## config.mk

```make
export PLATFORM = sky130hd
export DESIGN_NAME = pc_stack_seq
export DESIGN_NICKNAME = d
export VERILOG_FILES = /design/src/rtl/pc_seq_pkg.sv /design/src/rtl/ret_stack.sv /design/src/rtl/pc_stack_seq.sv
export SDC_FILE = /design/constraint.sdc
export NUM_CORES = 1
export LEC_CHECK = 0
export BUFFER_PORTS_ARGS = -buffer_cell sky130_fd_sc_hd__buf_2
export CORE_ASPECT_RATIO = 0.5
export CORE_UTILIZATION = 40
export CTS_BUF_LIST = sky130_fd_sc_hd__clkbuf_4 sky130_fd_sc_hd__clkbuf_8
export DETAILED_ROUTE_END_ITERATION = 10
export SLEW_MARGIN = 20
export SYNTH_ARGS = -nofsm -noshare
export SYNTH_HDL_FRONTEND = slang
export SYNTH_HIERARCHICAL = 1
export SYNTH_SLANG_ARGS = --single-unit
```

## constraint.sdc

```tcl
create_clock -name clk -period 4.9 [get_ports clk]
set_clock_uncertainty 0.15 [all_clocks]
set_input_delay 0.735 -clock clk [delete_from_list [all_inputs] [get_ports clk]]
set_output_delay 0.735 -clock clk [all_outputs]
set_load 0.05 [all_outputs]
```

## src/rtl/pc_seq_pkg.sv

```systemverilog
// Shared definitions for the program-counter sequencer: opcode values,
// RET subcodes and the interrupt priority encoder.
package pc_seq_pkg;

  typedef logic [3:0] opcode_t;

  // Operation codes. Codes 4 and 9..15 are not listed here and hold the PC.
  localparam opcode_t OP_NOP  = 4'd0;
  localparam opcode_t OP_JEQ  = 4'd1;
  localparam opcode_t OP_JGT  = 4'd2;
  localparam opcode_t OP_JLT  = 4'd3;
  localparam opcode_t OP_JMP  = 4'd5;
  localparam opcode_t OP_NEX  = 4'd6;
  localparam opcode_t OP_CALL = 4'd7;
  localparam opcode_t OP_RET  = 4'd8;

  // RET subcodes carried in the target field. Any other value is a real
  // return that pops the stack.
  localparam int RET_IE_SET = 1;
  localparam int RET_IE_CLR = 2;

  // Widest request vector the priority encoder accepts.
  localparam int PENC_MAX_W = 32;

  // Returns the index of the lowest set bit, which is the highest-priority
  // request. Returns 0 when nothing is set; callers qualify with |req.
  function automatic int unsigned lowest_set_index(input logic [PENC_MAX_W-1:0] req);
    int unsigned idx;
    idx = 0;
    for (int i = PENC_MAX_W - 1; i >= 0; i--) begin
      if (req[i]) begin
        idx = i;
      end
    end
    return idx;
  endfunction

endpackage

```

## src/rtl/ret_stack.sv

```systemverilog
// Parametrised LIFO holding return addresses for CALL and interrupt entry.
// Only the entry count is reset; the storage array is don't-care after reset
// because every slot is written before it becomes visible through 'top'.
module ret_stack
  import pc_seq_pkg::*;
#(
  parameter int DEPTH = 16,
  parameter int W     = 15,
  localparam int CNT_W = $clog2(DEPTH) + 1
) (
  input  logic             clk,
  input  logic             rst,
  input  logic             push,
  input  logic             pop,
  input  logic [W-1:0]     din,
  output logic [W-1:0]     top,
  output logic [CNT_W-1:0] count,
  output logic             full,
  output logic             empty
);

  localparam int PTR_W = $clog2(DEPTH);

  logic [W-1:0]     mem [DEPTH];
  logic [PTR_W-1:0] wr_ptr;
  logic [PTR_W-1:0] top_ptr;
  logic             eff_pop;
  logic             eff_push;

  // With DEPTH a power of two, the low bits of the count address the next
  // free slot, and one less addresses the current top (wrapping correctly
  // when the stack is full).
  assign wr_ptr  = count[PTR_W-1:0];
  assign top_ptr = count[PTR_W-1:0] - PTR_W'(1);

  assign full  = (count == CNT_W'(DEPTH));
  assign empty = (count == '0);

  // A pop of an empty stack is ignored. A push onto a full stack is only
  // accepted when a pop frees the top slot in the same cycle.
  assign eff_pop  = pop & ~empty;
  assign eff_push = push & (~full | eff_pop);

  // Top of stack read straight from the registered array, so a value pushed
  // on one edge is visible right after it and a following pop sees it too.
  assign top = empty ? '0 : mem[top_ptr];

  // Entry count: push and pop together replace the top and leave it unchanged.
  always_ff @(posedge clk) begin
    if (rst) begin
      count <= '0;
    end else if (eff_push && !eff_pop) begin
      count <= count + CNT_W'(1);
    end else if (eff_pop && !eff_push) begin
      count <= count - CNT_W'(1);
    end
  end

  // Storage writes: a simultaneous push/pop overwrites the current top,
  // a plain push fills the next free slot.
  always_ff @(posedge clk) begin
    if (eff_push && eff_pop) begin
      mem[top_ptr] <= din;
    end else if (eff_push) begin
      mem[wr_ptr] <= din;
    end
  end

endmodule

```

## src/rtl/pc_stack_seq.sv

```systemverilog
// Program-counter sequencer: conditional/unconditional jumps, CALL/RET via an
// internal return stack, and prioritised vectored interrupts with one level
// of ISR tracking. Stack overflow/underflow vector to a trap address and set
// sticky flags that only reset clears.
module pc_stack_seq
  import pc_seq_pkg::*;
#(
  parameter int ADDR_W      = 15,
  parameter int STACK_DEPTH = 16,
  parameter int NUM_IRQ     = 3,
  parameter int VEC_BASE    = 2,
  parameter int TRAP_ADDR   = 1,
  localparam int SP_W       = $clog2(STACK_DEPTH) + 1,
  localparam int IRQ_ID_W   = (NUM_IRQ > 1) ? $clog2(NUM_IRQ) : 1
) (
  input  logic                clk,
  input  logic                rst,
  input  logic                step,
  input  logic [3:0]          op,
  input  logic [ADDR_W-1:0]   target,
  input  logic [ADDR_W-1:0]   reg_target,
  input  logic                eq,
  input  logic                lt,
  input  logic                gt,
  input  logic                aeq,
  input  logic                hlt,
  input  logic [NUM_IRQ-1:0]  irq,
  output logic [ADDR_W-1:0]   pc,
  output logic [ADDR_W-1:0]   ret_addr,
  output logic [SP_W-1:0]     sp,
  output logic                ie,
  output logic                in_isr,
  output logic                irq_ack,
  output logic [IRQ_ID_W-1:0] irq_id,
  output logic                stk_ovf,
  output logic                stk_unf
);

  // Stack interface
  logic              stk_push;
  logic              stk_pop;
  logic [ADDR_W-1:0] stk_din;
  logic [ADDR_W-1:0] stk_top;
  logic [SP_W-1:0]   stk_count;
  logic              stk_full;
  logic              stk_empty;

  // Next-state values
  logic [ADDR_W-1:0]   pc_n;
  logic                ie_n;
  logic                in_isr_n;
  logic [SP_W-1:0]     isr_sp_n;
  logic                irq_ack_n;
  logic [IRQ_ID_W-1:0] irq_id_n;
  logic                stk_ovf_n;
  logic                stk_unf_n;

  // Stack depth recorded at ISR entry; the RET that brings the stack back
  // through this depth is the one that leaves the ISR.
  logic [SP_W-1:0] isr_sp;

  // Decode helpers
  logic [ADDR_W-1:0]   pc_inc;
  logic [ADDR_W-1:0]   jump_tgt;
  logic                cmp_aeq;
  logic                irq_take;
  logic [IRQ_ID_W-1:0] irq_k;
  logic [ADDR_W-1:0]   irq_vec;
  logic                is_ie_set;
  logic                is_ie_clr;

  ret_stack #(
    .DEPTH (STACK_DEPTH),
    .W     (ADDR_W)
  ) u_stack (
    .clk   (clk),
    .rst   (rst),
    .push  (stk_push),
    .pop   (stk_pop),
    .din   (stk_din),
    .top   (stk_top),
    .count (stk_count),
    .full  (stk_full),
    .empty (stk_empty)
  );

  assign sp       = stk_count;
  assign ret_addr = stk_top;

  assign pc_inc    = pc + ADDR_W'(1);
  assign jump_tgt  = (target == '0) ? reg_target : target;
  assign cmp_aeq   = aeq & eq;
  assign is_ie_set = (target == ADDR_W'(RET_IE_SET));
  assign is_ie_clr = (target == ADDR_W'(RET_IE_CLR));

  // An interrupt needs a free stack slot; with a full stack it simply waits
  // and the current opcode runs as if no request were pending.
  assign irq_take = step & (|irq) & ie & ~in_isr & ~stk_full;
  assign irq_k    = IRQ_ID_W'(lowest_set_index(PENC_MAX_W'(irq)));
  assign irq_vec  = ADDR_W'(VEC_BASE) + ADDR_W'(irq_k);

  // Next-state decode: interrupt entry overrides the opcode, otherwise the
  // opcode selects the new PC and any stack/enable side effects.
  always_comb begin
    pc_n      = pc;
    ie_n      = ie;
    in_isr_n  = in_isr;
    isr_sp_n  = isr_sp;
    irq_ack_n = 1'b0;
    irq_id_n  = irq_id;
    stk_ovf_n = stk_ovf;
    stk_unf_n = stk_unf;
    stk_push  = 1'b0;
    stk_pop   = 1'b0;
    stk_din   = pc_inc;

    if (irq_take) begin
      stk_push  = 1'b1;
      stk_din   = (op == OP_NEX) ? pc_inc : pc;
      pc_n      = irq_vec;
      in_isr_n  = 1'b1;
      isr_sp_n  = stk_count + SP_W'(1);
      irq_ack_n = 1'b1;
      irq_id_n  = irq_k;
    end else if (step) begin
      case (op)
        OP_JEQ: pc_n = (eq | cmp_aeq) ? jump_tgt : pc_inc;
        OP_JGT: pc_n = (gt | cmp_aeq) ? jump_tgt : pc_inc;
        OP_JLT: pc_n = (lt | cmp_aeq) ? jump_tgt : pc_inc;
        OP_JMP: pc_n = jump_tgt;
        OP_NEX: pc_n = hlt ? pc : pc_inc;
        OP_CALL: begin
          if (stk_full) begin
            pc_n      = ADDR_W'(TRAP_ADDR);
            stk_ovf_n = 1'b1;
          end else begin
            stk_push = 1'b1;
            stk_din  = pc_inc;
            pc_n     = jump_tgt;
          end
        end
        OP_RET: begin
          if (is_ie_set) begin
            ie_n = 1'b1;
            pc_n = pc_inc;
          end else if (is_ie_clr) begin
            ie_n = 1'b0;
            pc_n = pc_inc;
          end else if (stk_empty) begin
            pc_n      = ADDR_W'(TRAP_ADDR);
            stk_unf_n = 1'b1;
          end else begin
            stk_pop = 1'b1;
            pc_n    = stk_top;
            if (in_isr && (stk_count == isr_sp)) begin
              in_isr_n = 1'b0;
            end
          end
        end
        default: pc_n = pc;
      endcase
    end
  end

  // Architectural state registers; reset wins over step.
  always_ff @(posedge clk) begin
    if (rst) begin
      pc      <= '0;
      ie      <= 1'b1;
      in_isr  <= 1'b0;
      isr_sp  <= '0;
      irq_ack <= 1'b0;
      irq_id  <= '0;
      stk_ovf <= 1'b0;
      stk_unf <= 1'b0;
    end else begin
      pc      <= pc_n;
      ie      <= ie_n;
      in_isr  <= in_isr_n;
      isr_sp  <= isr_sp_n;
      irq_ack <= irq_ack_n;
      irq_id  <= irq_id_n;
      stk_ovf <= stk_ovf_n;
      stk_unf <= stk_unf_n;
    end
  end

endmodule

```

==> results.toml, run 1 <==
[run_status]
status = "finished clean"

[clocking]
cts_buffers = 42
postCtsSetupBuffers = 0
worstSkewPairLatency_ns = 0.56
clock_sinks = 272
ctsResizeCount = 0
cts_buffer_depth = 3
cts_root_buf = "clkbuf_8"
htreeDepth = 2
path_clk_slew_ns = 0.06
cts_tree = "built"
hold_buffers = 0

[grt]
busiest_layer = "met2"
grt-ovfl-total = 0
grt_use_met3_pct = 3.76
grt_pass1_wl_um = 47100
gr-usage-met2_pct = 31.3
grt_use_met1_pct = 28.0
antenna_found_initial = 0
gr-usage-all-layers_pct = 19.7
grt_start_max_net_pins = 67
grt_pass1_vias = 7802

[yosys]
syn_area_per_cell_um2 = 15.0
syn_nets = 881
ys_types = 75
yosys-top-cells-count = "edfxtp_1 (240), nor2_1 (61), mux4_2 (60)"
async_flop_share_pct = 0
synth.area.top_cells = "edfxtp_1 (58%), mux4_2 (11%), dfxtp_1 (5.2%)"
synth_top_area_cell = "edfxtp_1"
synth-edff-count = 240
synth.top_cell.area_share_pct = 58.4
syn_area_mm2 = 0.0123
yosysWarnings = 6
synthesis.instances = 825
ys_seq_area_share_pct = 63.6
yosysMostFrequentCell = "edfxtp_1"
synth_seq_cells = 272
synth_ff_type = "edfxtp_1"

[floorplan]
core_area_mm2 = 0.0303
die_h_um = 126
dieArea_mm2 = 0.0316
placementRows = 45
start_util_pct = 40.7
die_x_um = 250
pin_count = 87

[power]
switching_share_pct = 42.1
total_power_w = 0.00898
clock_power_share_pct = 21.7
internal-power_w = 0.00520
pwr_density_cell_mw_per_mm2 = 629
power_switching_w = 0.00378
irDropWorstVdd_uv = 348
seqPwrFrac_pct = 32.4
p_comb_share_pct = 45.9
p_leak_nw = 4.96

[sta]
setup_viol = 0
period_needed_ns = 4.62
slew_violations = 0
setup_ws_ns = 0.279
fin_crit_sh_pct = 94.3
max_freq_mhz = 216
hold_viol_final = 0
rsz0062_at_grt = "no"
setup_tns_ns = 0
relSlewSlack_pct = 35.4
worst_pin_slew_ns = 0.968
holdWs_ns = 0.323

[critical_path]
regToRegStartpoint = "u_stack/count[0]"
start_kind = "flop"
reg2reg_to = "u_stack/count[4]"
reg2reg_slack_ns = 0.44
cp_data_required_time_ns = 4.01
r2r_cells = 15
cp-end-kind = "output pin"
crit_arrival_ns = 3.74
cp_max_fo = 26
critPathKind = "flop to output pin"

[drt]
drt-pass1-iter-count = 7
viasPerCell = 5.76
drt_iter0_markers = 628
detail-route-antenna-nets = 0
post-route-drc-count = 0
wl_um = 30800
wl_per_cell_um = 22.4
vias = 7915

[worst_hold_path]
holdPathEnd = "isr_sp[1]"
min_path_type = "flop to flop"
holdPathStages = 2
hold_path_startpoint = "isr_sp[1]"

[place]
place_ws_ns = 0.405
routabilityCongestion = 0.910
dpl.hpwl_um = 19900
io_buffers = 86

[final_layout]
antenna_cells = 0
area_growth_pct = 15.5
drive_gt1_share_pct = 29.9
finish.utilization_pct = 47.0
fin_nets = 1001

[flow_run]
drv_cap = 0
[state kept, by name (all words and copies together) (netlist names)]
register / flops
irq_ack: 1
u_stack/mem: 240
u_stack/count: 5
pc: 15
stk_ovf: 1
ie: 1
stk_unf: 1
irq_id: 2
in_isr: 1
isr_sp: 5
[worst max-delay path by stage]
stage / start / endpoint / depth (start not counted)
after floorplan: u_stack/count[0] / u_stack/count[4] / 21
after global placement: op[1] / u_stack/count[4] / 14
after detailed placement: op[1] / u_stack/count[4] / 14
after CTS: u_stack/count[0] / ret_addr[12] / 7
after global routing: u_stack/count[0] / u_stack/count[4] / 17
final: u_stack/count[0] / ret_addr[8] / 7
[layer usage]
| metal | part of all wire [%] | vias up |
|---|---|---|
| met4 | 1.7 | 0 |
| met2 | 46 | 361 |
| met3 | 7.7 | 48 |
| met1 | 45 | 3987 |
| met5 | 0 | - |
| li1 | - | 3519 |
[metrics by stage]
stage,std cells,cell area [um2]
floorplan,825,12400
global placement,1300,13300
detailed placement,1300,13300
CTS,1375,14200
global route,1375,14300
finish,1375,14300
[area by class of cell]
type	instances	area, um2
Fill cell	2610	16100
Inverter	13	48.8
Clock inverter	16	141
Clock buffer	59	712
Multi-Input combinational cell	492	4270
Timing Repair Buffer	124	741
Tap cell	399	499
Sequential cell	272	7850
[kinds of logic after synthesis]
| group | Yosys count | share of synthesized area [%] |
|---|---|---|
| flip-flops | 272 | 63.6 |
| AND/OR/NAND/NOR | 203 | 8.40 |
| AO/OA/AOI/OAI | 172 | 10.1 |
| multiplexers | 69 | 11.7 |
| buffers and inverters | 61 | 2.43 |
| XOR/XNOR | 37 | 2.62 |
| adder cells (fa/ha/maj) | 11 | 1.18 |
[power by group through the flow]
stage / Sequential (W) / Combinational (W) / Clock, W
2_1_floorplan: 0.00304 / 0.00280 / 0
3_5_place_dp: 0.00295 / 0.00408 / 0
6_report: 0.00290 / 0.00412 / 0.00195
5_1_grt: 0.00292 / 0.00435 / 0.00210
3_3_place_gp: 0.00294 / 0.00407 / 0
4_1_cts: 0.00290 / 0.00410 / 0.00199
[worst max-delay path, cell delays in order (launching register included)]
cell,delay [ns]
dfxtp_4,0.41
inv_1,0.14
ha_2,0.86
buf_4,0.46
mux4_2,0.38
a221oi_2,0.45
a21oi_1,0.22
buf_2,0.26
[layout by cell type (no fill, tap or decap), drive strengths merged, types with 3 or more instances in the layout]
cell type,synthesis,layout
nor3,13,13
ha,10,10
and2b,3,3
and3,7,7
and2,9,9
o21ai,34,34
a221oi,21,21
o21a,4,4
and4,3,3
a31o,3,3
nor2b,17,17
dfxtp,32,32
nand3,14,14
edfxtp,240,240
mux4,60,60
nor2,61,61
o31ai,3,3
a211oi,11,11
buf,30,124
mux2i,7,7
a31oi,15,15
xnor2,14,14
o221ai,4,4
a41oi,5,5
o22ai,6,6
a21boi,4,4
clkbuf,18,59
inv,13,15
a21o,4,4
nand4,6,6
clkinv,0,11
or3,5,5
nand2,48,48
a21oi,39,39
nor4,6,6
xor2,23,23
Note: power is estimated with default switching activity, not from simulation.
==> inputs of run 2 (changes only) <==
--- a/config.mk
+++ b/config.mk
@@ -10,6 +10,7 @@
 export CORE_UTILIZATION = 40
 export CTS_BUF_LIST = sky130_fd_sc_hd__clkbuf_4 sky130_fd_sc_hd__clkbuf_8
 export DETAILED_ROUTE_END_ITERATION = 10
+export PLACE_DENSITY = 0.57
 export SLEW_MARGIN = 20
 export SYNTH_ARGS = -nofsm -noshare
 export SYNTH_HDL_FRONTEND = slang
==> run 2 against run 1 <==
First-iteration DRC count down 1.6%. Worst setup slack improved by 0.095 ns. Combinational power grew 3%. Critical endpoint is now ret_addr[13]. Largest power group unchanged. Via count down 0.67%. Worst hold slack worse by 0.0047 ns. Critical path type unchanged. Utilization up 0.058 points. Sequential power about the same. Die area unchanged.
==> results.toml, run 2 (same netlist as run 1, synthesis figures left out) <==
[final_layout]
antenna_cells = 0
most-common-layout-cells = "edfxtp_1 (240), buf_2 (86), nor2_1 (61), mux4_2 (60), nand2_1 (47)"
fin_nets = 998
reg_top3 = "u_stack/mem (240), pc (15)"
largest_reg_flops = 240
drive_gt1_share_pct = 29.2
area_growth_pct = 15.7
final_common_cell = "edfxtp_1"
top_register = "u_stack/mem"

[floorplan]
die_x_um = 250
dieArea_mm2 = 0.0316
die_h_um = 126
start_util_pct = 40.7
core_area_mm2 = 0.0303
pin_count = 87
placementRows = 45

[sta]
relSlewSlack_pct = 38.6
setup_tns_ns = 0
hold_viol_final = 0
setup_viol = 0
period_needed_ns = 4.53
worst_pin_slew_ns = 0.918
max_freq_mhz = 221
rsz0062_at_grt = "no"
setup_ws_ns = 0.374
fin_crit_sh_pct = 92.4
slew_violations = 0

[worst_hold_path]
holdPathEnd = "irq_id[0]"
min_path_type = "primary input to flop"
hold_path_startpoint = "irq[1]"
holdPathStages = 3

[critical_path]
r2r_cells = 17
cp_data_required_time_ns = 4.01
slowest_delay_ns = 0.70
cp_num_buf_inv = 3
reg2reg_to = "u_stack/count[4]"
regToRegStartpoint = "u_stack/count[1]"
cp-end-kind = "output pin"
cpMaxStageDelayCell = "o31ai_4"
crit_arrival_ns = 3.64
crit_chain = "buf_6 > o21ai_0 > and2_4 > o31ai_4 > buf_4 > a221oi_2 > a21oi_1 > buf_2"
cp.depth = 8
start_kind = "flop"
critPathKind = "flop to output pin"
cp_max_fo = 43
crit_family = "compound AO/OA/AOI/OAI gates"
reg2reg_slack_ns = 0.45

[clocking]
path_clk_slew_ns = 0.06
clock_sinks = 272
cts_buffer_depth = 3
ctsResizeCount = 0
worstSkewPairLatency_ns = 0.56
cts_tree = "built"
cts_root_buf = "clkbuf_8"
cts_buffers = 41
postCtsSetupBuffers = 0
htreeDepth = 2
hold_buffers = 0

[grt]
grt_pass1_vias = 7739
antenna_found_initial = 0
grt-ovfl-total = 0
gr-usage-all-layers_pct = 20.1
grt_start_max_net_pins = 44
grt_pass1_wl_um = 47500

[flow_run]
drv_cap = 0

[place]
place_ws_ns = 0.249
dpl.hpwl_um = 21000
routabilityCongestion = 0.865
io_buffers = 86

[drt]
post-route-drc-count = 0
drt_iter0_markers = 618
detail-route-antenna-nets = 0
drt-pass1-iter-count = 4
viasPerCell = 5.73
vias = 7862
wl_per_cell_um = 22.8
wl_um = 31300

[run_status]
status = "finished clean"

[power]
p_leak_nw = 4.94
pwr_density_cell_mw_per_mm2 = 629
irDropWorstVdd_uv = 315
==> run 2: changes by cell type in the layout (fill, tap and decap cells not counted), moves of 2 or more <==
| cell | previous run | this run |
|---|---|---|
| clkbuf_4 | 16 | 7 |
| clkinv_1 | 7 | 17 |
| clkbuf_8 | 43 | 41 |
| buf_4 | 36 | 29 |
| buf_12 | 2 | 6 |
==> run 2: area by class of cell <==
class | count | area (um2)
clock inverters | 27 | 185
clock buffers | 48 | 617
inverters | 13 | 48.8
flip-flops and latches | 272 | 7850
repair buffers | 122 | 779
multi-input cells | 492 | 4300
well taps | 399 | 499
fillers | 2623 | 16100
==> run 2: worst register-to-register path, stage by stage (launching register included) <==
cell and delay (ns):
dfxtp_2 0.45, inv_1 0.18, ha_4 0.20, and3_1 0.17, nand4bb_1 0.29, or2_2 0.45, and2_1 0.20, and2_1 0.18
inv_1 0.07, a21boi_2 0.09, ha_1 0.32, inv_2 0.18, ha_1 0.28, nor2b_1 0.16, o21a_1 0.18, or3_1 0.30
a21oi_1 0.16, mux2_2 0.34
==> run 2: worst max-delay path by stage <==
stage | start | endpoint | slack, ns
floorplan | u_stack/count[0] | u_stack/count[4] | 0.02
CTS | u_stack/count[0] | ret_addr[13] | 0.06
global placement | u_stack/count[1] | u_stack/count[4] | 0.38
global route | u_stack/count[0] | ret_addr[13] | 0.14
detailed placement | u_stack/count[1] | u_stack/count[4] | 0.25
finish | u_stack/count[0] | ret_addr[13] | 0.37
==> run 2: routing by layer <==
layer	routed length [um]	up-vias	global-route usage, %	share of wire [%]
met5	0	-	0	0
met4	425	0	4.84	1.4
met3	2490	40	4.22	7.9
met2	14100	299	30.7	45
met1	14300	4008	29.3	46
li1	-	3515	-	-
==> run 2: through the flow <==
stage | std cells | hold slack [ns] | utilization [%] | area [um2] | total power [W]
floorplan | 825 | 0.298 | - | 12400 | 0.00584
global placement | 1298 | 0.329 | 44.1 | 13400 | 0.00713
detailed placement | 1298 | 0.322 | 44.2 | 13400 | 0.00715
CTS | 1373 | 0.274 | 46.8 | 14200 | 0.00902
global route | 1373 | 0.313 | 47.1 | 14300 | 0.00941
finish | 1373 | 0.318 | 47.1 | 14300 | 0.00899
==> run 2: power breakdown <==
group	internal [W]	leakage, nW	switching [W]	total, W
Clock	0.000954	0.419	0.000890	0.00184
Sequential	0.00281	2.48	0.0000972	0.00291
Combinational	0.00139	2.04	0.00285	0.00423
